File: config.mk
export PLATFORM = sky130hd
export DESIGN_NAME = rif_csr_bank_flat
export DESIGN_NICKNAME = d
export VERILOG_FILES = /design/src/rtl/rif_csr_bank_if.sv /design/src/rtl/rif_csr_bank.sv /design/src/flat_wrapper.sv
export SDC_FILE = /design/constraint.sdc
export NUM_CORES = 1
export LEC_CHECK = 0
export ABC_AREA = 0
export ABC_CLOCK_PERIOD_IN_PS = 4400
export BUFFER_PORTS_ARGS = -buffer_cell sky130_fd_sc_hd__buf_4
export CAP_MARGIN = 10
export CORE_MARGIN = 3
export CORE_UTILIZATION = 45
export DETAILED_ROUTE_END_ITERATION = 7
export HOLD_SLACK_MARGIN = 0.12
export PLACE_DENSITY = 0.73
export REMOVE_ABC_BUFFERS = 1
export SLEW_MARGIN = 20
export SYNTH_ARGS = -nofsm -noshare
export SYNTH_HDL_FRONTEND = slang
export SYNTH_SLANG_ARGS = --single-unit
File: constraint.sdc
create_clock -name clk -period 4.4 [get_ports clk]
set_input_delay 0.88 -clock clk [delete_from_list [all_inputs] [get_ports clk]]
set_output_delay 0.88 -clock clk [all_outputs]
set_load 0.05 [all_outputs]
File: src/rtl/rif_csr_bank_if.sv
// rif_csr_bank_if: RIF request/response bundle between the AXI4-Lite adapter and the CSR bank.
interface rif_csr_bank_if #(
    parameter int ADDR_WIDTH = 12,
    parameter int DATA_WIDTH = 32
);
    logic [ADDR_WIDTH-1:0]   rif_waddr;
    logic                    rif_wr_req;
    logic [DATA_WIDTH/8-1:0] rif_wstrb;
    logic [DATA_WIDTH-1:0]   rif_wdata;
    logic                    rif_wvalid;
    logic [ADDR_WIDTH-1:0]   rif_raddr;
    logic                    rif_rd_req;
    logic [DATA_WIDTH-1:0]   rif_rdata;
    logic                    rif_rvalid;

    modport master (
        output rif_waddr, rif_wr_req, rif_wstrb, rif_wdata, rif_raddr, rif_rd_req,
        input  rif_wvalid, rif_rdata, rif_rvalid
    );

    modport slave (
        input  rif_waddr, rif_wr_req, rif_wstrb, rif_wdata, rif_raddr, rif_rd_req,
        output rif_wvalid, rif_rdata, rif_rvalid
    );
endinterface

File: src/rtl/rif_csr_bank.sv
// rif_csr_bank: CSR map behind the RIF port with ID/CTRL, status mirror, W1C interrupts
// and a 64-bit cycle counter whose HI word is latched by every CNT_LO read.
module rif_csr_bank #(
    parameter int          ADDR_WIDTH = 12,
    parameter int          DATA_WIDTH = 32,
    parameter int          N_IRQ      = 8,
    parameter logic [31:0] ID_VALUE   = 32'h0000_0001,
    parameter logic [31:0] CTRL_RESET = 32'h0
) (
    input  logic                  clk,
    input  logic                  reset,
    rif_csr_bank_if.slave         rif,
    input  logic [DATA_WIDTH-1:0] hw_status,
    input  logic [N_IRQ-1:0]      irq_event,
    output logic [DATA_WIDTH-1:0] ctrl_out,
    output logic                  irq
);
    if (DATA_WIDTH != 32) begin : g_dw_chk
        $fatal(1, "rif_csr_bank: DATA_WIDTH must be 32");
    end
    if (N_IRQ < 1 || N_IRQ > 32) begin : g_irq_chk
        $fatal(1, "rif_csr_bank: N_IRQ must be 1..32");
    end
    if (ADDR_WIDTH < 9) begin : g_aw_chk
        $fatal(1, "rif_csr_bank: ADDR_WIDTH must be at least 9");
    end

    logic [31:0]      r_ctrl;
    logic [N_IRQ-1:0] r_st;
    logic [N_IRQ-1:0] r_mask;
    logic [63:0]      r_cnt;
    logic [31:0]      r_shadow;
    logic             r_en;
    logic             r_irq;

    logic             w_rok, w_wok;
    logic [5:0]       w_ridx, w_widx;
    logic             w_wr_ctrl, w_wr_st, w_wr_mask, w_wr_set, w_wr_cc;
    logic [31:0]      w_bmask;
    logic [N_IRQ-1:0] w_m, w_d, w_st_next, w_mask_next;
    logic             w_clr, w_en_next, w_cap;

    // Anything above byte 0xFF or not word aligned is rejected outright.
    assign w_rok  = rif.rif_raddr[ADDR_WIDTH-1:8] == '0 && rif.rif_raddr[1:0] == 2'b00;
    assign w_wok  = rif.rif_waddr[ADDR_WIDTH-1:8] == '0 && rif.rif_waddr[1:0] == 2'b00;
    assign w_ridx = rif.rif_raddr[7:2];
    assign w_widx = rif.rif_waddr[7:2];

    always_comb begin
        rif.rif_rdata  = '0;
        rif.rif_rvalid = w_rok;
        if (w_rok) begin
            case (w_ridx)
                6'd0:    rif.rif_rdata = ID_VALUE;
                6'd1:    rif.rif_rdata = r_ctrl;
                6'd2:    rif.rif_rdata = hw_status;
                6'd3:    rif.rif_rdata = 32'(r_st);
                6'd4:    rif.rif_rdata = 32'(r_mask);
                6'd5:    rif.rif_rdata = '0;
                6'd6:    rif.rif_rdata = r_cnt[31:0];
                6'd7:    rif.rif_rdata = r_shadow;
                6'd8:    rif.rif_rdata = {31'b0, r_en};
                default: rif.rif_rvalid = 1'b0;
            endcase
        end
    end

    assign w_wr_ctrl      = w_wok && w_widx == 6'd1;
    assign w_wr_st        = w_wok && w_widx == 6'd3;
    assign w_wr_mask      = w_wok && w_widx == 6'd4;
    assign w_wr_set       = w_wok && w_widx == 6'd5;
    assign w_wr_cc        = w_wok && w_widx == 6'd8;
    assign rif.rif_wvalid = w_wr_ctrl | w_wr_st | w_wr_mask | w_wr_set | w_wr_cc;

    assign w_bmask = {{8{rif.rif_wstrb[3]}}, {8{rif.rif_wstrb[2]}},
                      {8{rif.rif_wstrb[1]}}, {8{rif.rif_wstrb[0]}}};
    assign w_m     = w_bmask[N_IRQ-1:0];
    assign w_d     = rif.rif_wdata[N_IRQ-1:0] & w_m;

    // Sets are OR-ed in after the clear so a same-cycle event always wins.
    assign w_st_next   = (r_st & ~((rif.rif_wr_req && w_wr_st) ? w_d : '0)) | irq_event
                         | ((rif.rif_wr_req && w_wr_set) ? w_d : '0);
    assign w_mask_next = (rif.rif_wr_req && w_wr_mask) ? ((r_mask & ~w_m) | w_d) : r_mask;
    assign w_clr       = rif.rif_wr_req && w_wr_cc && rif.rif_wstrb[0] && rif.rif_wdata[1];
    assign w_en_next   = (rif.rif_wr_req && w_wr_cc && rif.rif_wstrb[0]) ? rif.rif_wdata[0] : r_en;
    assign w_cap       = rif.rif_rd_req && w_rok && w_ridx == 6'd6;

    always_ff @(posedge clk) begin
        if (reset) begin
            r_ctrl   <= CTRL_RESET;
            r_st     <= '0;
            r_mask   <= '0;
            r_cnt    <= '0;
            r_shadow <= '0;
            r_en     <= 1'b0;
            r_irq    <= 1'b0;
        end else begin
            if (rif.rif_wr_req && w_wr_ctrl) r_ctrl <= (r_ctrl & ~w_bmask) | (rif.rif_wdata & w_bmask);
            if (w_cap) r_shadow <= r_cnt[63:32];
            r_st  <= w_st_next;
            r_mask <= w_mask_next;
            r_cnt <= w_clr ? 64'd0 : r_cnt + 64'(r_en);
            r_en  <= w_en_next;
            r_irq <= |(w_st_next & w_mask_next);
        end
    end

    assign ctrl_out = r_ctrl;
    assign irq      = r_irq;
endmodule

File: src/flat_wrapper.sv
// flat-port wrapper written by rule: the top's interface ports become plain ports
module rif_csr_bank_flat 
#(
    parameter int          ADDR_WIDTH = 12,
    parameter int          DATA_WIDTH = 32,
    parameter int          N_IRQ      = 8,
    parameter logic [31:0] ID_VALUE   = 32'h0000_0001,
    parameter logic [31:0] CTRL_RESET = 32'h0
)
  (clk, reset, hw_status, irq_event, ctrl_out, irq, rif_rif_waddr, rif_rif_wr_req, rif_rif_wstrb, rif_rif_wdata, rif_rif_raddr, rif_rif_rd_req, rif_rif_wvalid, rif_rif_rdata, rif_rif_rvalid);
  rif_csr_bank_if #(.ADDR_WIDTH(ADDR_WIDTH), .DATA_WIDTH(DATA_WIDTH)) rif_i ();
  input  logic clk;
  input  logic reset;
  input  logic [DATA_WIDTH-1:0] hw_status;
  input  logic [N_IRQ-1:0] irq_event;
  output logic [DATA_WIDTH-1:0] ctrl_out;
  output logic irq;
  input wire logic [$bits(rif_i.rif_waddr)-1:0] rif_rif_waddr;
  input wire logic [$bits(rif_i.rif_wr_req)-1:0] rif_rif_wr_req;
  input wire logic [$bits(rif_i.rif_wstrb)-1:0] rif_rif_wstrb;
  input wire logic [$bits(rif_i.rif_wdata)-1:0] rif_rif_wdata;
  input wire logic [$bits(rif_i.rif_raddr)-1:0] rif_rif_raddr;
  input wire logic [$bits(rif_i.rif_rd_req)-1:0] rif_rif_rd_req;
  output wire logic [$bits(rif_i.rif_wvalid)-1:0] rif_rif_wvalid;
  output wire logic [$bits(rif_i.rif_rdata)-1:0] rif_rif_rdata;
  output wire logic [$bits(rif_i.rif_rvalid)-1:0] rif_rif_rvalid;
  assign rif_i.rif_waddr = rif_rif_waddr;
  assign rif_i.rif_wr_req = rif_rif_wr_req;
  assign rif_i.rif_wstrb = rif_rif_wstrb;
  assign rif_i.rif_wdata = rif_rif_wdata;
  assign rif_i.rif_raddr = rif_rif_raddr;
  assign rif_i.rif_rd_req = rif_rif_rd_req;
  assign rif_rif_wvalid = rif_i.rif_wvalid;
  assign rif_rif_rdata = rif_i.rif_rdata;
  assign rif_rif_rvalid = rif_i.rif_rvalid;
  rif_csr_bank #(.ADDR_WIDTH(ADDR_WIDTH), .DATA_WIDTH(DATA_WIDTH), .N_IRQ(N_IRQ), .ID_VALUE(ID_VALUE), .CTRL_RESET(CTRL_RESET)) u_core (.clk(clk), .reset(reset), .rif(rif_i), .hw_status(hw_status), .irq_event(irq_event), .ctrl_out(ctrl_out), .irq(irq));
endmodule
### Yosys cells after proc, flatten, opt, wreduce, memory -nomap -nowiden

Index checks and enable logic that the tools add are counted.

| operators by class | value |
|---|---|
| $add $sub $neg | 1 |
| equal/unequal tests | 13 |
| mux-type cells | 7 |
| bitwise operators | 17 |
| reductions and logical operators | 24 |

Operator list:

| cell | number |
|---|---|
| $pmux W32 S8 | 1 |
| $add A64 B1 Y64 | 1 |
| $and A32 B32 Y32 | 2 |
| $eq A6 B3 Y1 const B | 6 |
| $and A8 B8 Y8 | 4 |
| $mux W32 | 1 |
| $not A32 Y32 | 1 |
| $or A32 B32 Y32 | 1 |
| $mux W8 | 3 |
| $or A8 B8 Y8 | 3 |
| $eq A6 B2 Y1 const B | 3 |
| $logic_and A1 B1 Y1 | 16 |
| $not A8 Y8 | 2 |
| $eq A6 B1 Y1 const B | 2 |
| $eq A6 B4 Y1 const B | 2 |
| $reduce_or A9 Y1 | 1 |
| $logic_not A4 Y1 | 2 |
| $reduce_or A8 Y1 | 1 |
| $logic_not A6 Y1 | 1 |
| $logic_not A2 Y1 | 2 |
| $or A1 B1 Y1 | 4 |
| $mux W1 | 2 |
| $reduce_or A2 Y1 | 1 |

| word-level totals | value |
|---|---|
| register bits | 146 |
| input bits | 104 |
| output and inout bits | 67 |

### Depth between registers and ports, before layout

Gate-level depths: netlist of run 1.

| logic depth | value |
|---|---|
| depth after elaboration | 11 |
| mapped depth | 9 |

### Least setup slack after synthesis of run 1

OpenSTA, ideal clock, no wires.

| timing path | value |
|---|---|
| path kind | in2out |
| start | input port rif_rif_waddr[5] |
| end | output port rif_rif_wvalid |
| arrival time | 3.070 ns |
| required time | 3.520 ns |
| path slack | 0.450 ns |
| stages | 3 |
| cells stage by stage | nor3b_1 nor2_1 nor4_1 |

| between the ends | value |
|---|---|
| cells in the longest elaborated chain, start to end | 6 |

Ends and longest elaborated chain:

| what | RTL line | source |
|---|---|---|
| start, declared | flat_wrapper.sv:18 | `input wire logic [$bits(rif_i.rif_waddr)-1:0] rif_rif_waddr;` |
| $eq A6 B1 Y1 / $eq A6 B2 Y1 (equally long branches) | rif_csr_bank.sv:68, rif_csr_bank.sv:69 |  |
| $logic_and A1 B1 Y1, on equally long branches | rif_csr_bank.sv:68, rif_csr_bank.sv:69 |  |
| $or A1 B1 Y1 (3 in a row) | rif_csr_bank.sv:73 | `assign rif.rif_wvalid = w_wr_ctrl \| w_wr_st \| w_wr_mask \| w_wr_set \| w_wr_cc;` |
| $or A1 B1 Y1 * | rif_csr_bank.sv:73 |  |
| end, declared | flat_wrapper.sv:24 | `output wire logic [$bits(rif_i.rif_wvalid)-1:0] rif_rif_wvalid;` |

Every way passes the cells marked *; elsewhere a longest branch is shown, timed or not.

### Worst setup path in the final report of run 1

| timing path | value |
|---|---|
| start | input port rif_rif_raddr[5] |
| end | output port rif_rif_rdata[10] |

| between the ends | value |
|---|---|
| cells in the longest elaborated chain, start to end | 3 |

Ends and longest elaborated chain:

| what | RTL line | source |
|---|---|---|
| start, declared | flat_wrapper.sv:22 | `input wire logic [$bits(rif_i.rif_raddr)-1:0] rif_rif_raddr;` |
| $eq A6 B4 Y1, or another cell as far along | rif_csr_bank.sv:53 | `case (w_ridx)` |
| $pmux W32 S8 * | rif_csr_bank.sv:53 |  |
| $mux W32 * | rif_csr_bank.sv:52 | `if (w_rok) begin` |
| end, declared | flat_wrapper.sv:25 | `output wire logic [$bits(rif_i.rif_rdata)-1:0] rif_rif_rdata;` |

Marks and branches as above.

==> results.json, run 1 <==
{
  "grt_max_degree": 69,
  "crit_arrival_ps": 2840,
  "cp-start-kind": "input port",
  "synth_seq_cells": 146,
  "synthDistinctLibCells": 51,
  "io_pins": 171,
  "final_antenna_net_count": 0,
  "grt_pass1_wl_mm": 34.7,
  "viasPerCell": 5.85,
  "instances_no_fill": 1253,
  "dp_hpwl_mm": 16.1,
  "io_buffers": 170,
  "ys_seq_area_share_pct": 39.3,
  "drc_errors": 1,
  "synth_area_leaders": "dfxtp_1 (39%), mux2_2 (5.5%), a21oi_1 (5.3%)",
  "fp.dieW_um": 135,
  "preCtsSetupSlack_ps": 717,
  "async_flop_share_pct": 0,
  "cap_violations": 0,
  "syn_area_um2": 7430,
  "hold_buffers": 0,
  "insertion_delay_ps": 420,
  "status": "complete, but fails checks",
  "post_cts_resized": 0,
  "rsz0062_at_grt": "no",
  "ys_warn_count": 0,
  "h-tree-depth": 4,
  "fmax_mhz": 269,
  "dieArea_um2": 18100,
  "place_inst": 1221,
  "vias": 7331,
  "yosysTopAreaCellShare_pct": 39.3,
  "antenna_cells": 0,
  "violations": "design-rule violations",
  "cts_tree": "yes",
  "routedWlPerCell_um": 17.9,
  "power.density_nw_per_um2": 318,
  "setup_tns_ps": 0,
  "finalCritPeriodShare_pct": 84.4,
  "grt_pass1_vias": 6676,
  "initial_utilization_pct": 46.4,
  "nets": 1130,
  "avgSynthCellArea_um2": 8.44,
  "grt_use_total_pct": 23.8,
  "hold_class": "register to register",
  "critPathKind": "input port to primary output",
  "fin_skew_ps": 7.93,
  "numCtsBuffers": 17,
  "cts.sinks": 146,
  "syn_inst": 880,
  "rows": 46,
  "synth_edf_count": 0,
  "critPathMaxFanout": 25,
  "slew_viol_final": 0,
  "synthFlopType": "dfxtp_1",
  "setup_viol": 0,
  "yosysMostFrequentCell": "dfxtp_1",
  "maxSlewHeadroom_pct": 49.7,
  "peakVddDrop_mv": 0.264,
  "drive_gt1_share_pct": 26.0,
  "post_cts_buffers": 0,
  "grt_overflow": 0,
  "reg2reg_depth": 8,
  "wirelength_mm": 22.4,
  "coreArea_um2": 16000,
  "path_clk_slew_ps": 60,
  "power.leakage_nw": 3.66,
  "worstPathRequired_ps": 3520,
  "hold_violations": 0,
  "fin_crit_ps": 3720,
  "fillers": 1456,
  "drtIter0Drc": 535,
  "end_kind": "primary output",
  "antenna_found_initial": 0,
  "gp_congestion": 0.890,
  "worst_pin_slew_ps": 754,
  "fin_ws_ps": 684,
  "clockRootBuffer": "clkbuf_16",
  "fp.dieH_um": 135,
  "cts_buffer_depth": 2,
  "yosys.area.top_type": "dfxtp_1",
  "holdPathStages": 2,
  "drtPass1Iterations": 8,
  "area_growth_pct": 27.7,
  "ys_top_cells_by_count": "dfxtp_1 (146), nand2_1 (102), nor2_1 (97)"
}
report_power, final:
part           leakage (nW)  switching [mW]  internal, mW
combinational          2.19          0.0849        0.0965
clock                 0.292           0.565         0.940
sequential             1.18         0.00341          1.33
logic make-up after synthesis:
logic type / after synthesis / share of synthesized area, %
mux: 61 / 8.82
xor+xnor: 26 / 3.06
fa+ha+maj: 2 / 0.337
flops: 146 / 39.3
compound gates: 185 / 17.2
buf+inv: 80 / 4.41
simple gates: 380 / 26.9
final timing paths:
| check | start | endpoint | slack, ps |
|---|---|---|---|
| setup / recovery | rif_rif_raddr[5] | rif_rif_rdata[10] | 680 |
| hold reg to reg | u_core.r_shadow[2] | u_core.r_shadow[2] | 450 |
| setup reg to reg | u_core.r_en | u_core.r_cnt[54] | 1670 |
| hold / removal | u_core.r_shadow[2] | u_core.r_shadow[2] | 450 |
critical path, cell delays in order:
cell and delay [ps]:
buf_4 120, nor3_1 310, and3b_1 620, buf_4 400, a222oi_1 140, nor2_1 130
buf_4 210
cell type report:
class | count | area, µm² | area share [%]
Multi-Input combinational cell | 654 | 4180 | 44.1
Sequential cell | 146 | 2920 | 30.8
Timing Repair Buffer | 189 | 1430 | 15.1
Clock buffer | 21 | 470 | 4.96
Tap cell | 216 | 270 | 2.85
Clock inverter | 11 | 151 | 1.60
Inverter | 16 | 60.1 | 0.633
cells in the final DEF (no fill, tap or decap), types with 3 or more instances in the layout:
| cell | instances |
|---|---|
| nand2_1 | 102 |
| clkbuf_16 | 17 |
| clkinvlp_4 | 4 |
| a221o_1 | 8 |
| xor2_1 | 19 |
| and2_1 | 21 |
| nand4_1 | 29 |
| clkbuf_8 | 3 |
| dfxtp_1 | 146 |
| a21o_1 | 8 |
| nor2_1 | 97 |
| mux2i_1 | 25 |
| nand3_1 | 38 |
| o31ai_1 | 20 |
| nor4bb_1 | 11 |
| inv_1 | 16 |
| a221oi_1 | 8 |
| mux2_2 | 36 |
| a22oi_1 | 19 |
| buf_4 | 188 |
| bufinv_16 | 3 |
| or3_1 | 8 |
| and4_1 | 9 |
| a222oi_1 | 25 |
| o21ai_0 | 11 |
| a21oi_1 | 79 |
| nor3b_1 | 3 |
| nor3_1 | 9 |
| xnor2_1 | 7 |
| nor4_2 | 4 |
| or4_1 | 19 |
| and3_1 | 13 |
per-stage QoR:
step           util, %  hold slack, ps  area [µm²]  power (mW)
3_3_place_gp      55.4             443        8860        1.54
5_1_grt           59.3             472        9490        3.10
4_1_cts           59.3             458        9490        3.03
6_report          59.3             454        9490        3.02
3_5_place_dp      55.4             450        8860        1.54
2_1_floorplan        -             425        7160        1.42
per-layer routing:
metal	wire, µm	up-vias	global-route usage (%)
met3	1240	36	3.95
met4	420	0	7.24
met1	10100	3501	32.5
met2	10600	256	39.0
met5	0	-	0
li1	-	3538	-
No activity file was read; power rests on OpenSTA's default activity.
==> run 2: changes to the inputs <==
--- a/config.mk
+++ b/config.mk
@@ -6,7 +6,7 @@
 export NUM_CORES = 1
 export LEC_CHECK = 0
 export ABC_AREA = 0
-export ABC_CLOCK_PERIOD_IN_PS = 4400
+export ABC_CLOCK_PERIOD_IN_PS = 3900
 export BUFFER_PORTS_ARGS = -buffer_cell sky130_fd_sc_hd__buf_4
 export CAP_MARGIN = 10
 export CORE_MARGIN = 3
==> constraint.sdc (replaced) <==
create_clock -name clk -period 3.9 [get_ports clk]
set_input_delay 0.78 -clock clk [delete_from_list [all_inputs] [get_ports clk]]
set_output_delay 0.78 -clock clk [all_outputs]
set_load 0.05 [all_outputs]
==> run 2 against run 1 <==
  * The run now ends clean
  * Cell area is 0.70% higher
  * Die area did not move
  * Sequential share of layout area is 0.21 points lower
  * Clock skew shrank 1.9 ps
  * Sequential power is 13% higher
  * Power grew 20%
  * Hold slack worse by 0.76 ps
  * Worst setup slack worse by 300 ps
  * Non-clock buffer count unchanged
  * First-iteration DRC count is 63% higher
  * Routed wire length grew 0.95%
  * Critical path type unchanged
==> results.json, run 2 (synthesis results as in run 1) <==
{
  "rows": 46,
  "hold_violations": 0,
  "fin_crit_ps": 3520,
  "dp_hpwl_mm": 15.9,
  "wirelength_mm": 22.6,
  "crit_top_cell": "buf_4",
  "power.share.clock_pct": 52.8,
  "setup_viol": 0,
  "switching_power_mw": 0.742,
  "grt_max_degree": 69,
  "fp.dieW_um": 135,
  "fp.dieH_um": 135,
  "cap_violations": 0,
  "combPwrFrac_pct": 5.6,
  "post_cts_buffers": 0,
  "critPathMaxFanout": 25,
  "path_clk_slew_ps": 60,
  "utilization_pct": 59.7,
  "io_buffers": 170,
  "initial_utilization_pct": 46.4,
  "grt_pass1_vias": 6812,
  "antenna_cells": 0,
  "crit_arrival_ps": 2740,
  "hold_end": "u_core.r_shadow[8]",
  "critPathKind": "input port to primary output",
  "r2r-end": "u_core.r_cnt[52]",
  "fin_area_um2": 9550,
  "fin_skew_ps": 6.08,
  "instances_no_fill": 1253,
  "cpMaxStageDelayCell": "and3b_1",
  "placed_cell_area_um2": 8860,
  "antenna_found_initial": 0,
  "finalCritPeriodShare_pct": 90.3,
  "cp-start-kind": "input port",
  "drtIter0Drc": 872,
  "rsz0062_at_grt": "no",
  "numCtsBuffers": 17,
  "preCtsSetupSlack_ps": 413,
  "reg2reg_depth": 8,
  "routedWlPerCell_um": 18.1,
  "h-tree-depth": 4,
  "path_cells": "buf_4 -> nor3_1 -> and3b_1 -> buf_4 -> a222oi_1 -> nor2_1 -> buf_4",
  "grt_overflow": 0,
  "critPathTopFamily": "simple AND/OR/NAND/NOR gates",
  "sw_frac_of_total_pct": 20.6,
  "grt_pass1_wl_mm": 35.8,
  "end_kind": "primary output",
  "gp_congestion": 0.901,
  "cts.sinks": 146,
  "place_inst": 1221,
  "power.density_nw_per_um2": 378,
  "timing.rr.start": "u_core.r_en",
  "mostFrequentLayoutCells": "buf_4 (188), dfxtp_1 (146), nand2_1 (102)",
  "area_growth_pct": 28.6,
  "peakVddDrop_mv": 0.325,
  "nets": 1130,
  "drc_errors": 0,
  "layout_commonest_cell": "buf_4",
  "cts_buffer_depth": 2,
  "worstPathRequired_ps": 3120,
  "io_pins": 171,
  "worst_pin_slew_ps": 745,
  "clockRootBuffer": "clkbuf_16",
  "fmax_mhz": 284,
  "hold_buffers": 0,
  "holdPathStages": 2,
  "insertion_delay_ps": 430,
  "cp_num_buf_inv": 3,
  "hp-start": "u_core.r_shadow[8]",
  "grt_use_total_pct": 24.5,
  "viasPerCell": 5.87,
  "p_seq_share_pct": 41.6,
  "post_cts_resized": 0,
  "r2r_slack_ps": 1120,
  "final_antenna_net_count": 0,
  "drtPass1Iterations": 7,
  "hold_class": "register to register",
  "slew_viol_final": 0,
  "drive_gt1_share_pct": 26.0,
  "fin_ws_ps": 379,
  "power.internal_mw": 2.87,
  "maxSlewHeadroom_pct": 50.4,
  "cts_tree": "yes",
  "fillers": 1471,
  "power.leakage_nw": 3.70,
  "max_stage_delay_ps": 630,
  "vias": 7353,
  "dieArea_um2": 18100,
  "status": "completed",
  "coreArea_um2": 16000
}
-- run 2: cell count changes in the layout (fill, tap and decap cells not counted), sizes merged --
cell	before	now
inv	18	17
clkbuf	21	18
bufinv	3	7
-- run 2: how the worst max path moves through the flow --
stage | start | to | slack (ps) | cells after the start
finish | rif_rif_raddr[5] | rif_rif_rdata[28] | 380 | 7
global route | rif_rif_raddr[5] | rif_rif_rdata[17] | 210 | 7
CTS | rif_rif_raddr[5] | rif_rif_rdata[28] | 410 | 7
detailed placement | rif_rif_raddr[5] | rif_rif_rdata[28] | 410 | 7
global placement | rif_rif_raddr[5] | rif_rif_rdata[28] | 490 | 7
floorplan | rif_rif_raddr[11] | rif_rif_rdata[0] | -70 | 4
-- run 2: worst reg2reg max path, cell delays in order (launching register included) --
cell,delay [ps]
dfxtp_1,380
ha_1,260
ha_1,250
inv_1,100
nor4_2,300
buf_4,250
nand4_1,440
nor3_1,360
mux2_2,360
-- run 2: final cells by class --
type | instances | area, µm² | area share, %
multi-input combinational | 654 | 4180 | 43.8
sequential | 146 | 2920 | 30.6
timing repair buffer | 189 | 1430 | 15.0
clock buffer | 18 | 429 | 4.49
tap | 216 | 270 | 2.83
clock inverter | 14 | 259 | 2.71
inverter | 16 | 60.1 | 0.629
-- run 2: layer usage --
layer  up-vias  wire length (µm)  global-route usage [%]
met5         -                 0                       0
met4         0               528                    8.31
met3        42              1130                    3.84
met2       223             10800                    39.4
met1      3554             10200                    33.7
li1       3534                 -                       -
-- run 2: power by group through the flow --
stage	clock network [mW]	registers [mW]	logic, mW
after floorplan	0	1.53	0.0648
after global placement	0	1.53	0.200
after detailed placement	0	1.53	0.202
after CTS	1.93	1.50	0.203
after global routing	1.99	1.50	0.219
final	1.91	1.50	0.204
-- run 2: through the flow --
stage / TNS [ps] / power (mW) / hold WS [ps]
2_1_floorplan: -594 / 1.60 / 425
3_3_place_gp: 0 / 1.73 / 446
3_5_place_dp: 0 / 1.74 / 447
4_1_cts: 0 / 3.63 / 453
5_1_grt: 0 / 3.71 / 488
6_report: 0 / 3.61 / 453
==> run 3: changes to the inputs <==
--- a/config.mk
+++ b/config.mk
@@ -13,7 +13,7 @@
 export CORE_UTILIZATION = 45
 export DETAILED_ROUTE_END_ITERATION = 7
 export HOLD_SLACK_MARGIN = 0.12
-export PLACE_DENSITY = 0.73
+export PLACE_DENSITY = 0.69
 export REMOVE_ABC_BUFFERS = 1
 export SLEW_MARGIN = 20
 export SYNTH_ARGS = -nofsm -noshare
==> run 3 against run 2 <==
  * First-iteration DRC count fell by 23%
  * Global-route usage is 0.059 points lower
  * Die area is the same
  * Largest power group unchanged
  * Clock skew increased by 3.1 ps
==> results.json, run 3 (synthesis results as in run 1) <==
{
  "rows": 46,
  "peakVddDrop_mv": 0.314,
  "fp.dieH_um": 135,
  "hold_class": "register to register",
  "antenna_cells": 0,
  "gp_congestion": 0.841,
  "critPathMaxFanout": 42,
  "coreArea_um2": 16000,
  "drc_errors": 0,
  "critPathKind": "input port to primary output",
  "fp.dieW_um": 135,
  "timing.rr.start": "u_core.r_en",
  "fin_crit_ps": 3380,
  "hold_buffers": 0,
  "wirelength_mm": 22.2,
  "routedWlPerCell_um": 17.7,
  "antenna_found_initial": 0,
  "h-tree-depth": 4,
  "worstPathRequired_ps": 3120,
  "grt_use_total_pct": 24.4,
  "mostFrequentLayoutCells": "buf_4 (189), dfxtp_1 (146), nand2_1 (102)",
  "numCtsBuffers": 17,
  "reg2reg_depth": 7,
  "post_cts_buffers": 0,
  "path_clk_slew_ps": 60,
  "r2r_slack_ps": 1240,
  "initial_utilization_pct": 46.4,
  "grt_pass1_wl_mm": 35.8,
  "cts_tree": "yes",
  "rsz0062_at_grt": "no",
  "finalCritPeriodShare_pct": 86.7,
  "fmax_mhz": 296,
  "holdPathStages": 2,
  "area_growth_pct": 27.3,
  "drive_gt1_share_pct": 26.0,
  "dieArea_um2": 18100,
  "dp_hpwl_mm": 15.8,
  "place_inst": 1222,
  "drtIter0Drc": 669,
  "worst_pin_slew_ps": 798,
  "nets": 1131,
  "clockRootBuffer": "clkbuf_16",
  "setup_tns_ps": 0,
  "setup_viol": 0,
  "grt_overflow": 0,
  "max_stage_delay_ps": 400,
  "viasPerCell": 5.82,
  "grt_pass1_vias": 6809,
  "power.leakage_nw": 3.66,
  "hold_end": "u_core.r_shadow[28]",
  "cpMaxStageDelayCell": "buf_4",
  "final_antenna_net_count": 0,
  "post_cts_resized": 0,
  "instances_no_fill": 1254,
  "power_mw": 3.34,
  "drtPass1Iterations": 7,
  "fillers": 1491,
  "end_kind": "primary output",
  "crit_arrival_ps": 2600,
  "crit_top_cell": "buf_4",
  "fin_skew_ps": 9.22,
  "cap_violations": 0,
  "cts.sinks": 146,
  "hold_violations": 0,
  "r2r-end": "u_core.r_cnt[52]",
  "cts_buffer_depth": 2,
  "status": "completed",
  "maxSlewHeadroom_pct": 46.8,
  "vias": 7303,
  "grt_max_degree": 69,
  "cp-start-kind": "input port",
  "io_buffers": 170,
  "hp-start": "u_core.r_shadow[28]",
  "power.density_nw_per_um2": 353,
  "insertion_delay_ps": 430,
  "utilization_pct": 59.1,
  "layout_commonest_cell": "buf_4",
  "slew_viol_final": 0,
  "io_pins": 171,
  "path_cells": "buf_4 -> nor3_1 -> and3b_1 -> buf_4 -> a22oi_1 -> a21o_1 -> a21oi_1 -> buf_4"
}
run 3: changes by cell type in the layout (fill, tap and decap cells not counted):
cell and change:
buf_4 +1, bufinv_16 -5, clkbuf_1 +1, clkbuf_8 +2
clkinv_4 +2, clkinvlp_4 -1, inv_6 +1
run 3: per-layer routing:
layer / GRT usage (%) / vias up / share of wire (%)
li1: - / 3538 / -
met1: 36.3 / 3496 / 47
met2: 36.9 / 240 / 46
met3: 3.76 / 29 / 6.1
met4: 6.79 / 0 / 1.3
met5: 0 / - / 0
run 3: worst max-delay path by stage:
stage | endpoint | slack, ps | depth (start not counted) | from
floorplan | rif_rif_rdata[0] | -70 | 4 | rif_rif_raddr[11]
global placement | rif_rif_rdata[7] | 570 | 8 | rif_rif_raddr[5]
detailed placement | rif_rif_rdata[7] | 550 | 8 | rif_rif_raddr[5]
CTS | rif_rif_rdata[7] | 550 | 8 | rif_rif_raddr[5]
global route | rif_rif_rdata[1] | 350 | 8 | rif_rif_raddr[5]
finish | rif_rif_rdata[7] | 520 | 8 | rif_rif_raddr[5]
run 3: where the power goes:
part	internal, mW	leakage, nW	total [mW]	switching, mW
clock network	0.979	0.280	1.63	0.652
registers	1.50	1.18	1.50	0.00386
logic	0.109	2.20	0.203	0.0941
run 3: cell type report:
class / count / area [µm²] / area share [%]
Multi-Input combinational cell: 654 / 4180 / 44.2
Clock inverter: 11 / 128 / 1.35
Tap cell: 216 / 270 / 2.86
Timing Repair Buffer: 190 / 1440 / 15.2
Sequential cell: 146 / 2920 / 30.9
Inverter: 16 / 60.1 / 0.635
Clock buffer: 21 / 460 / 4.87
run 3: through the flow:
step | hold slack, ps | setup slack [ps] | cell area (µm²)
CTS | 451 | 546 | 9460
global placement | 439 | 569 | 8870
finish | 452 | 517 | 9460
global route | 477 | 348 | 9460
floorplan | 425 | -74.2 | 7160
detailed placement | 445 | 549 | 8870
run 3: critical path, delay by kind of cell:
family | cells | cell delay (ps)
buffers and inverters | 3 | 760
AOI/OAI and AO/OA | 3 | 560
and+or+nand+nor | 2 | 500
